--- src/rtl/uart_rx.sv ---
// 8N1 UART receiver: 2-flop input synchronizer, mid-bit sampling, framing-error detection
// with a BREAK state that waits out a held-low line.
module uart_rx #(
    parameter int CLK_FREQ = 50_000_000,
    parameter int BAUD     = 9600
) (
    input  logic       clk,
    input  logic       rst,
    input  logic       rx,
    output logic [7:0] rx_data,
    output logic       rx_valid,
    output logic       rx_busy,
    output logic       frame_err
);
    localparam int CLKS_PER_BIT = CLK_FREQ / BAUD;
    localparam int HALF_BIT     = CLKS_PER_BIT / 2;
    localparam int CW           = (CLKS_PER_BIT > 1) ? $clog2(CLKS_PER_BIT) : 1;
    localparam logic [CW-1:0] C_LAST = CW'(CLKS_PER_BIT - 1);
    localparam logic [CW-1:0] C_MID  = CW'(HALF_BIT - 1);

    typedef enum logic [2:0] {
        S_IDLE,
        S_START,
        S_DATA,
        S_STOP,
        S_BREAK
    } state_t;

    state_t          r_state;
    state_t          w_state_next;
    logic            r_rx_meta;
    logic            r_rx_s;
    logic [CW-1:0]   r_cnt;
    logic [CW-1:0]   w_cnt_next;
    logic [2:0]      r_idx;
    logic [2:0]      w_idx_next;
    logic [7:0]      r_shift;
    logic [7:0]      w_shift_next;
    logic [7:0]      r_data;
    logic [7:0]      w_data_next;
    logic            r_valid;
    logic            w_valid_next;
    logic            r_ferr;
    logic            w_ferr_next;

    always_ff @(posedge clk or negedge rst) begin
        if (!rst) begin
            r_rx_meta <= 1'b1;
            r_rx_s    <= 1'b1;
            r_state   <= S_IDLE;
            r_cnt     <= '0;
            r_idx     <= '0;
            r_shift   <= '0;
            r_data    <= '0;
            r_valid   <= 1'b0;
            r_ferr    <= 1'b0;
        end else begin
            r_rx_meta <= rx;
            r_rx_s    <= r_rx_meta;
            r_state   <= w_state_next;
            r_cnt     <= w_cnt_next;
            r_idx     <= w_idx_next;
            r_shift   <= w_shift_next;
            r_data    <= w_data_next;
            r_valid   <= w_valid_next;
            r_ferr    <= w_ferr_next;
        end
    end

    always_comb begin
        w_state_next = r_state;
        w_cnt_next   = r_cnt;
        w_idx_next   = r_idx;
        w_shift_next = r_shift;
        w_data_next  = r_data;
        w_valid_next = 1'b0;
        w_ferr_next  = 1'b0;
        case (r_state)
            S_IDLE: begin
                w_cnt_next = '0;
                if (!r_rx_s) w_state_next = S_START;
            end
            S_START: begin
                // Re-check the line at the middle of the start bit to reject glitches.
                if (r_cnt == C_MID) begin
                    w_cnt_next   = '0;
                    w_idx_next   = '0;
                    w_state_next = r_rx_s ? S_IDLE : S_DATA;
                end else begin
                    w_cnt_next = r_cnt + CW'(1);
                end
            end
            S_DATA: begin
                if (r_cnt == C_LAST) begin
                    w_shift_next[r_idx] = r_rx_s;
                    w_cnt_next          = '0;
                    if (r_idx == 3'd7) w_state_next = S_STOP;
                    else               w_idx_next   = r_idx + 3'd1;
                end else begin
                    w_cnt_next = r_cnt + CW'(1);
                end
            end
            S_STOP: begin
                if (r_cnt == C_LAST) begin
                    w_cnt_next = '0;
                    if (r_rx_s) begin
                        w_data_next  = r_shift;
                        w_valid_next = 1'b1;
                        w_state_next = S_IDLE;
                    end else begin
                        w_ferr_next  = 1'b1;
                        w_state_next = S_BREAK;
                    end
                end else begin
                    w_cnt_next = r_cnt + CW'(1);
                end
            end
            S_BREAK: begin
                w_cnt_next = '0;
                if (r_rx_s) w_state_next = S_IDLE;
            end
            default: w_state_next = S_IDLE;
        endcase
    end

    assign rx_data   = r_data;
    assign rx_valid  = r_valid;
    assign frame_err = r_ferr;
    assign rx_busy   = (r_state != S_IDLE);

endmodule

--- config.mk ---
export PLATFORM = sky130hd
export DESIGN_NAME = uart_rx
export DESIGN_NICKNAME = d
export VERILOG_FILES = /design/src/rtl/uart_rx.sv
export SDC_FILE = /design/constraint.sdc
export NUM_CORES = 1
export LEC_CHECK = 0
export BUFFER_PORTS_ARGS = -buffer_cell sky130_fd_sc_hd__buf_2
export CAP_MARGIN = 20
export CORE_MARGIN = 2
export CORE_UTILIZATION = 53
export CTS_CLUSTER_SIZE = 28
export DETAILED_ROUTE_END_ITERATION = 8
export PLACE_DENSITY = 0.8
export SLEW_MARGIN = 25
export SYNTH_ARGS = -nofsm -noshare
export SYNTH_HDL_FRONTEND = slang
export SYNTH_SLANG_ARGS = --single-unit
--- constraint.sdc ---
create_clock -name clk -period 1.9 [get_ports clk]
set_input_delay 0.285 -clock clk [delete_from_list [all_inputs] [get_ports clk]]
set_output_delay 0.285 -clock clk [all_outputs]
set_load 0.01 [all_outputs]
==> results of run 1 <==
==> placed cells by master, fill, tap and decap left out, types with 3 or more instances in the layout <==
| cell | n |
|---|---|
| o31a_1 | 3 |
| buf_4 | 27 |
| nand4_1 | 3 |
| nor2_1 | 12 |
| o31ai_1 | 3 |
| mux2i_1 | 3 |
| nor2b_1 | 4 |
| o31a_2 | 3 |
| nand3_1 | 3 |
| buf_2 | 13 |
| nand2_1 | 29 |
| clkbuf_8 | 5 |
| mux2_1 | 14 |
| inv_1 | 5 |
| nor3_1 | 3 |
| o21ai_0 | 10 |
| dfrtp_1 | 37 |
==> final timing paths <==
| path | startpoint | endpoint | slack (ns) | depth (start not counted) |
|---|---|---|---|---|
| worst min-delay path | rx | r_rx_meta$_DFF_PN1_ | 0.08 | 1 |
| worst max register to register | r_cnt[0]$_DFFE_PN0P_ | r_idx[0]$_DFFE_PN0P_ | -0.02 | 6 |
| worst min register to register | r_rx_meta$_DFF_PN1_ | r_rx_s$_DFF_PN1_ | 0.36 | 0 |
| min in group asynchronous | rst | r_cnt[12]$_DFFE_PN0P_ | 0.48 | 3 |
| max in group asynchronous | rst | r_rx_s$_DFF_PN1_ | 1.16 | 3 |
| worst max-delay path | r_cnt[0]$_DFFE_PN0P_ | r_idx[0]$_DFFE_PN0P_ | -0.02 | 6 |
==> kinds of logic after synthesis <==
| group | share of synthesized area [%] |
|---|---|
| AOI/OAI and AO/OA | 13.0 |
| muxes | 10.0 |
| and+or+nand+nor | 23.0 |
| buffers and inverters | 2.77 |
| DFF | 49.3 |
| adders and majority gates | 1.89 |
==> synthesized netlist by cell type, types with 3 or more instances <==
cell / n
nand3_1: 4
nor3_1: 3
ha_1: 3
mux2i_1: 3
o31ai_1: 3
nand4_1: 3
clkbuf_1: 7
o31a_2: 3
nand2_1: 29
o21ai_0: 10
inv_1: 5
nor3b_1: 3
o31a_1: 3
nor2b_1: 4
mux2_1: 14
dfrtp_1: 37
nor2_1: 13
==> final cells by class <==
| class | count | share of cell area, % |
|---|---|---|
| Multi-Input combinational cell | 139 | 40.5 |
| Clock inverter | 2 | 2.38 |
| Sequential cell | 39 | 38.8 |
| Tap cell | 48 | 2.38 |
| Clock buffer | 6 | 2.88 |
| Timing Repair Buffer | 43 | 12.3 |
| Inverter | 5 | 0.745 |
==> flip-flops by register name (all words and copies together) (netlist names) <==
name	count
frame_err	1
rx_data	8
r_rx_meta	1
r_idx	3
r_rx_s	1
r_cnt	13
r_shift	8
rx_valid	1
r_state	3
==> worst register-to-register path, stage by stage (launching register included) <==
cell and delay, ns:
dfrtp_1 0.38, ha_2 0.22, nor3b_4 0.22, and4_4 0.31, nand3_4 0.11, or4b_1 0.51, o21ai_1 0.10
==> report_power, final <==
group | switching (mW) | total, mW | internal (mW) | leakage, nW
Clock | 0.292 | 0.817 | 0.525 | 0.0654
Combinational | 0.0175 | 0.0256 | 0.00808 | 0.574
Sequential | 0.00451 | 0.838 | 0.833 | 0.523
Total | 0.314 | 1.68 | 1.37 | 1.16
==> per-stage QoR <==
stage | instance area [sq um] | total power [mW] | hold slack [ns] | util, % | setup TNS, ns
finish | 2520 | 1.68 | 0.0844 | 69.4 | -0.0595
global route | 2520 | 1.73 | 0.0648 | 69.4 | -0.866
CTS | 2450 | 1.69 | 0.0712 | 67.5 | -0.0181
detailed placement | 2280 | 0.879 | 0.269 | 62.8 | -1.32
global placement | 2280 | 0.879 | 0.264 | 62.8 | -0.0126
floorplan | 1990 | 0.855 | -0.0106 | - | 0
==> per-layer routing <==
metal,up-vias,wire length (microns),global-route usage (%)
met1,804,1950,28.4
met2,38,2110,33.3
met5,-,0,0
li1,780,-,-
met3,6,168,3.60
met4,0,73,11.7
==> repair_timing <==
item / 4_1_cts / 5_1_grt
pin swaps: 0 / 7
hold buffers: 1 / 0
setup buffers: 0 / 4
gates cloned: 0 / 0
endpoints found under the hold margin: 37 / 0
setup endpoints to repair: 23 / 18
resized for setup: 7 / 7
==> results.ini, run 1 <==
[final_layout]
finalNonFillerCells = 282
seq_area_sq_um = 978
antenna_cells = 0
fill_cells = 263
final_layout_size_suffix_gt1_share_pct = 32.1
area_growth_pct = 26.9
nets = 239
multi_input_area_sq_um = 1020

[grt]
grt-ovfl-total = 0
antenna_found_initial = 0
grt_pass1_wl_microns = 6870
grt_pass1_vias = 1488
grt_max_degree = 40
grt_usage_pct = 21.4

[synth]
synth_top_area_share_pct = 46.6
synth_edf_count = 0
synth_ff_type = dfrtp_1
ys.warnings.count = 0
syn_avg_cell_area_sq_um = 10.3
syn_area_sq_um = 1990
synth-async-reset-ratio_pct = 100
synthCells = 192
synth-seq-cells = 39
syn_nets = 198
synth_area_leaders = dfrtp_1 (47%), mux2_1 (7.9%), nand2_1 (5.5%), dfstp_2 (2.6%), o21ai_0 (2.5%)
yosys.cell_types.count = 52
seq_area_frac_synth_pct = 49.3
yosys.area.top_type = dfrtp_1

[run]
maxCapViolCount = 0

[outcome]
violations = negative setup slack
status = finished with violations

[sta]
slew_violations = 0
final.min_clock_period_ns = 1.92
hold_viol = 0
min_period_over_period_pct = 101
relSlewSlack_pct = 72.7
setup_viol = 4
worst_pin_slew_ns = 0.408
skew_ns = 0.00380
rsz0062_at_grt = yes
fmax_mhz = 521
fin_ws_ns = -0.0198

[placed_design]
io_buffers = 13
place_congestion = 0.903
dp.cells = 269
dp_hpwl_microns = 2860
pre_cts_ws_ns = -0.135

[route]
dr.pass1.iters = 4
drtAntennaViolNets = 0
remaining_drc_errors = 0
post_drt_wl_per_cell_microns = 15.2
drtIter0Drc = 137
vias = 1628
viasPerCell = 5.77
wl_microns = 4300

[min_path]
hold_path.class = in2reg

[worst_setup_path]
critPathKind = reg2reg
path_buf_inv = 0
required_ns = 2.12
worstPathMaxFanout = 5
arrival_ns = 2.14
crit_chain = ha_2 > nor3b_4 > and4_4 > nand3_4 > or4b_1 > o21ai_1
end_kind = flop
crit_family = simple AND/OR/NAND/NOR gates
worstSetupStartpointType = flop
cp_slowest_cell = or4b_1
critPathMaxStageDelay_ns = 0.51

[die]
dieArea_sq_um = 4250
fp-row-count = 22
core_sq_um = 3630
die_w_microns = 65.2
initial_core_util_pct = 54.6
die_y_microns = 65.2
ios = 14

[clock_tree]
cts_buffers = 5
clkTransAtPathRegs_ns = 0.07
cts_tree = yes
clockRootBuffer = clkbuf_8
clockBufferDepth = 2
clock_latency_ns = 0.29
cts_htree_levels = 2
cts_sinks = 39

[power_and_ir_drop]
p_leak_nw = 1.16
ir_worst_vdd_mv = 0.489
power_density_nw_per_um2 = 667

Power figures use the tool's default switching activity.
==> run 2, diff against run 1 <==
--- a/config.mk
+++ b/config.mk
@@ -8,10 +8,10 @@
 export BUFFER_PORTS_ARGS = -buffer_cell sky130_fd_sc_hd__buf_2
 export CAP_MARGIN = 20
 export CORE_MARGIN = 2
-export CORE_UTILIZATION = 53
+export CORE_UTILIZATION = 60
 export CTS_CLUSTER_SIZE = 28
 export DETAILED_ROUTE_END_ITERATION = 8
-export PLACE_DENSITY = 0.8
+export PLACE_DENSITY = 0.85
 export SLEW_MARGIN = 25
 export SYNTH_ARGS = -nofsm -noshare
 export SYNTH_HDL_FRONTEND = slang
==> constraint.sdc (replaced) <==
create_clock -name clk -period 2.4 [get_ports clk]
set_input_delay 0.36 -clock clk [delete_from_list [all_inputs] [get_ports clk]]
set_output_delay 0.36 -clock clk [all_outputs]
set_load 0.01 [all_outputs]
==> results.ini, run 2 (same netlist as run 1, synthesis figures left out) <==
[clock_tree]
clockRootBuffer = clkbuf_4  ; was clkbuf_8
clock_latency_ns = 0.35  ; was 0.29 ns
cts_htree_levels = 2  ; unchanged
clkTransAtPathRegs_ns = 0.12  ; was 0.07 ns
cts_buffers = 5  ; unchanged
cts_tree = yes  ; unchanged
clockBufferDepth = 2  ; unchanged
cts_setup_buffers = 0  ; unchanged
cts_sinks = 39  ; unchanged

[sta]
rsz0062_at_grt = no  ; was yes
finalSetupTns_ns = 0  ; was -0.0595 ns
fin_ws_ns = 0.177  ; was -0.0198 ns
skew_ns = 0.00568  ; was 0.00380 ns
final.min_clock_period_ns = 2.22  ; was 1.92 ns
worst_pin_slew_ns = 0.826  ; was 0.408 ns
relSlewSlack_pct = 44.9  ; was 72.7%
setup_viol = 0  ; was 4
hold_slack_ns = 0.0953  ; was 0.0844 ns
min_period_over_period_pct = 92.6  ; was 101%
hold_viol = 0  ; unchanged
fmax_mhz = 450  ; was 521 MHz
slew_violations = 0  ; unchanged

[final_layout]
multi_input_area_sq_um = 953  ; was 1020 sq um
antenna_cells = 0  ; unchanged
utilization_pct = 70.2  ; was 69.4%
layout_common_cells = dfrtp_1 (37), nand2_1 (29), mux2_1 (14)  ; was dfrtp_1 (37), nand2_1 (29), buf_4 (27)
top_register = r_cnt  ; unchanged
final_area_sq_um = 2180  ; was 2520 sq um
largest_reg_flops = 13  ; unchanged
finalNonFillerCells = 251  ; was 282
seq_area_sq_um = 978  ; unchanged
area_growth_pct = 9.77  ; was 26.9%
nets = 212  ; was 239
layout_commonest_cell = dfrtp_1  ; unchanged
fill_cells = 246  ; was 263
final_layout_size_suffix_gt1_share_pct = 19.8  ; was 32.1%

[die]
core_sq_um = 3100  ; was 3630 sq um
initial_core_util_pct = 64.0  ; was 54.6%
fp-row-count = 20  ; was 22
die_y_microns = 61.5  ; was 65.2 microns
dieArea_sq_um = 3790  ; was 4250 sq um
die_w_microns = 61.5  ; was 65.2 microns
ios = 14  ; unchanged

[power_and_ir_drop]
p_leak_nw = 1.03  ; was 1.16 nW
power_density_nw_per_um2 = 524  ; was 667 nW/um^2
ir_worst_vdd_mv = 0.360  ; was 0.489 mV
total_power_mw = 1.14  ; was 1.68 mW

[grt]
grt.busiest_layer = met2  ; unchanged
grt-ovfl-total = 0  ; unchanged
grtUsageMet1_pct = 26.6  ; was 28.4%
grt_usage_pct = 22.9  ; was 21.4%
grt_pass1_wl_microns = 6320  ; was 6870 microns
gr-usage-met2_pct = 39.2  ; was 33.3%
grt_max_degree = 40  ; unchanged
grt_pass1_vias = 1478  ; was 1488
use_met3_pct = 5.04  ; was 3.60%
antenna_found_initial = 0  ; unchanged

[placed_design]
place_congestion = 0.868  ; was 0.903
dp_hpwl_microns = 2620  ; was 2860 microns
place_area_sq_um = 2090  ; was 2280 sq um
io_buffers = 13  ; unchanged
dp.cells = 243  ; was 269
pre_cts_ws_ns = 0.154  ; was -0.135 ns

[route]
dr.pass1.iters = 4  ; unchanged
viasPerCell = 6.08  ; was 5.77
wl_microns = 3730  ; was 4300 microns
vias = 1525  ; was 1628
post_drt_wl_per_cell_microns = 14.9  ; was 15.2 microns
remaining_drc_errors = 0  ; unchanged
drtIter0Drc = 61  ; was 137
drtAntennaViolNets = 0  ; unchanged

[worst_setup_path]
worstSetupStartpointType = flop  ; unchanged
r2r_slack_ns = 0.18  ; was -0.02 ns
end_kind = flop  ; unchanged
arrival_ns = 2.46  ; was 2.14 ns
critPathKind = reg2reg  ; unchanged
worstPathMaxFanout = 8  ; was 5
required_ns = 2.64  ; was 2.12 ns

[run]
maxCapViolCount = 0  ; unchanged

[min_path]
hold_path.class = in2async  ; was in2reg

[outcome]
status = finished clean  ; was finished with violations

[run 2: changes by cell type in the layout (fill, tap and decap cells not counted), moves of 2 or more]
cell      change
buf_4        -24
nor3b_1       +2
clkbuf_8      -4
clkbuf_4      +5
[run 2: cell type report]
class	count	share of cell area [%]
clock inverters	2	1.61
flip-flops and latches	39	44.9
well taps	44	2.53
clock buffers	6	2.35
repair buffers	16	4.02
multi-input cells	139	43.7
inverters	5	0.861
[run 2: per-layer routing]
metal | vias up | wire length (microns)
met3 | 11 | 132
li1 | 723 | -
met1 | 751 | 1610
met4 | 0 | 120
met5 | - | 0
met2 | 40 | 1870
[run 2: final timing paths]
kind	endpoint	cells after the start	start
hold / removal	rx_data[2]$_DFFE_PN0P_	1	rst
max in group asynchronous	r_cnt[8]$_DFFE_PN0P_	1	rst
min in group clk	r_rx_meta$_DFF_PN1_	1	rx
hold reg to reg	r_rx_s$_DFF_PN1_	0	r_rx_meta$_DFF_PN1_
setup reg to reg	r_shift[2]$_DFFE_PN0P_	6	r_cnt[0]$_DFFE_PN0P_
setup / recovery	r_shift[2]$_DFFE_PN0P_	6	r_cnt[0]$_DFFE_PN0P_
[run 2: report_power, final]
group | internal (mW) | switching, mW
clock network | 0.246 | 0.217
registers | 0.660 | 0.00333
logic | 0.00191 | 0.0126
[run 2: worst max-delay path, cell delays in order, from the launching register on]
cell	delay, ns
dfrtp_1	0.42
ha_1	0.22
nor3b_1	0.32
and4_2	0.39
nand3_2	0.15
nor3b_1	0.25
mux2_1	0.35
[run 2: timing repair]
| item | 4_1_cts | 5_1_grt |
|---|---|---|
| endpoints found under the setup margin | 0 | 3 |
| gates resized for setup | 0 | 1 |
| hold buffers | 0 | 0 |
==> run 3, diff against run 2 <==
--- a/config.mk
+++ b/config.mk
@@ -11,7 +11,7 @@
 export CORE_UTILIZATION = 60
 export CTS_CLUSTER_SIZE = 28
 export DETAILED_ROUTE_END_ITERATION = 8
-export PLACE_DENSITY = 0.85
+export PLACE_DENSITY = 0.79
 export SLEW_MARGIN = 25
 export SYNTH_ARGS = -nofsm -noshare
 export SYNTH_HDL_FRONTEND = slang
==> results.ini, run 3 (same netlist as run 1, synthesis figures left out) <==
[die]
initial_core_util_pct = 64.0  ; unchanged
die_y_microns = 61.5  ; unchanged
dieArea_sq_um = 3790  ; unchanged
core_sq_um = 3100  ; unchanged
die_w_microns = 61.5  ; unchanged
ios = 14  ; unchanged
fp-row-count = 20  ; unchanged

[worst_setup_path]
crit_family = simple AND/OR/NAND/NOR gates  ; unchanged
critPathMaxStageDelay_ns = 0.40  ; was 0.42 ns
r2r_cells = 6  ; unchanged
cp_slowest_cell = dfrtp_1  ; unchanged
required_ns = 2.64  ; about the same
arrival_ns = 2.43  ; was 2.46 ns
critPathKind = reg2reg  ; unchanged
crit_chain = ha_1 > nor3b_1 > and4_2 > nand3_2 > nor3b_1 > mux2_1  ; unchanged
end_kind = flop  ; unchanged
worst_path_most_repeated_cell = nor3b_1  ; unchanged
cp-startpoint = r_cnt[0]$_DFFE_PN0P_  ; unchanged
regToRegStartpoint = r_cnt[0]$_DFFE_PN0P_  ; unchanged
worstPathMaxFanout = 8  ; unchanged
worstSetupStartpointType = flop  ; unchanged
crit_cells = 6  ; unchanged
path_buf_inv = 0  ; unchanged

[clock_tree]
cts_setup_buffers = 0  ; unchanged
cts_tree = yes  ; unchanged
clock_latency_ns = 0.34  ; was 0.35 ns
clkTransAtPathRegs_ns = 0.11  ; was 0.12 ns
cts_htree_levels = 2  ; unchanged
cts_sinks = 39  ; unchanged
cts_buffers = 5  ; unchanged
clockBufferDepth = 2  ; unchanged
clockRootBuffer = clkbuf_4  ; unchanged

[run]
maxCapViolCount = 0  ; unchanged

[final_layout]
area_growth_pct = 8.13  ; was 9.77%
final_layout_size_suffix_gt1_share_pct = 19.3  ; was 19.8%
largest_reg_flops = 13  ; unchanged
finalNonFillerCells = 251  ; unchanged
nets = 212  ; unchanged
final_area_sq_um = 2150  ; was 2180 sq um
seq_area_sq_um = 978  ; unchanged
multi_input_area_sq_um = 953  ; unchanged
layout_commonest_cell = dfrtp_1  ; unchanged
top_register = r_cnt  ; unchanged
fill_cells = 256  ; was 246
antenna_cells = 0  ; unchanged
layout_common_cells = dfrtp_1 (37), nand2_1 (29), mux2_1 (14)  ; unchanged

[sta]
skew_ns = 0.00269  ; was 0.00568 ns
hold_slack_ns = 0.0995  ; was 0.0953 ns
worst_pin_slew_ns = 0.811  ; was 0.826 ns
rsz0062_at_grt = no  ; unchanged
finalSetupTns_ns = 0  ; unchanged
relSlewSlack_pct = 45.9  ; was 44.9%
min_period_over_period_pct = 91.3  ; was 92.6%
slew_violations = 0  ; unchanged
final.min_clock_period_ns = 2.19  ; was 2.22 ns
setup_viol = 0  ; unchanged
fmax_mhz = 456  ; was 450 MHz
hold_viol = 0  ; unchanged

[placed_design]
io_buffers = 13  ; unchanged
place_area_sq_um = 2090  ; unchanged
dp_hpwl_microns = 2620  ; about the same
dp.cells = 243  ; unchanged
place_congestion = 0.978  ; was 0.868

[grt]
grt-ovfl-total = 0  ; unchanged
grt_max_degree = 40  ; unchanged
antenna_found_initial = 0  ; unchanged
grt_usage_pct = 23.4  ; was 22.9%
grt_pass1_vias = 1418  ; was 1478
grt_pass1_wl_microns = 6490  ; was 6320 microns

[route]
wl_microns = 3580  ; was 3730 microns
remaining_drc_errors = 0  ; unchanged
vias = 1477  ; was 1525
drtAntennaViolNets = 0  ; unchanged
viasPerCell = 5.88  ; was 6.08
post_drt_wl_per_cell_microns = 14.3  ; was 14.9 microns
dr.pass1.iters = 4  ; unchanged
drtIter0Drc = 102  ; was 61

[min_path]
hold_path.class = in2async  ; unchanged

[power_and_ir_drop]
total_power_mw = 0.997  ; was 1.14 mW
p_leak_nw = 1.01  ; was 1.03 nW
ir_worst_vdd_mv = 0.386  ; was 0.360 mV
power_density_nw_per_um2 = 464  ; was 524 nW/um^2

[outcome]
status = finished clean  ; unchanged

run 3: changes by cell type in the layout (fill, tap and decap cells not counted):
cell	previous run	this run
clkinvlp_4	0	1
bufinv_16	1	0
clkbuf_8	1	0
clkbuf_1	0	1
run 3: timing repair:
item / in CTS / in global routing
hold endpoints to repair: 0 / 0
resized for setup: 0 / 1
setup endpoints to repair: 0 / 10
hold buffers: 0 / 0
run 3: stage by stage:
stage | setup slack (ns) | util, %
6_report | 0.209 | 69.2
4_1_cts | 0.157 | 69.2
5_1_grt | 0.0128 | 69.2
2_1_floorplan | 0.440 | -
3_5_place_dp | 0.179 | 67.4
3_3_place_gp | 0.306 | 67.4
run 3: layout make-up:
type / instances / area share [%]
well taps: 44 / 2.56
clock buffers: 6 / 1.92
flip-flops and latches: 39 / 45.6
clock inverters: 2 / 0.583
repair buffers: 16 / 4.08
multi-input cells: 139 / 44.4
inverters: 5 / 0.874
run 3: power breakdown:
group	switching, mW	internal (mW)	total [mW]
clock	0.207	0.113	0.320
sequential	0.00329	0.660	0.663
combinational	0.0124	0.00191	0.0144
run 3: per-layer routing:
| layer | wire length (microns) | vias up | global-route usage [%] |
|---|---|---|---|
| li1 | - | 721 | - |
| met1 | 1670 | 707 | 32.2 |
| met2 | 1690 | 41 | 35.5 |
| met3 | 165 | 8 | 6.09 |
| met4 | 60 | 0 | 9.42 |
| met5 | 0 | - | 0 |
run 3: worst reg2reg max path, delay by kind of cell, from the launching register on:
kind                     cells  cell delay (ns)
flip-flops                   1             0.40
adder cells (fa/ha/maj)      1             0.23
AND/OR/NAND/NOR              4             1.13
multiplexers                 1             0.34
run 3: final timing paths:
path	end	slack (ns)
worst max register to register	r_shift[2]$_DFFE_PN0P_	0.21
worst max-delay path	r_shift[2]$_DFFE_PN0P_	0.21
worst min register to register	r_rx_s$_DFF_PN1_	0.36
max in group asynchronous	r_shift[7]$_DFFE_PN0P_	1.80
min in group clk	r_rx_meta$_DFF_PN1_	0.10
worst min-delay path	r_cnt[10]$_DFFE_PN0P_	0.1
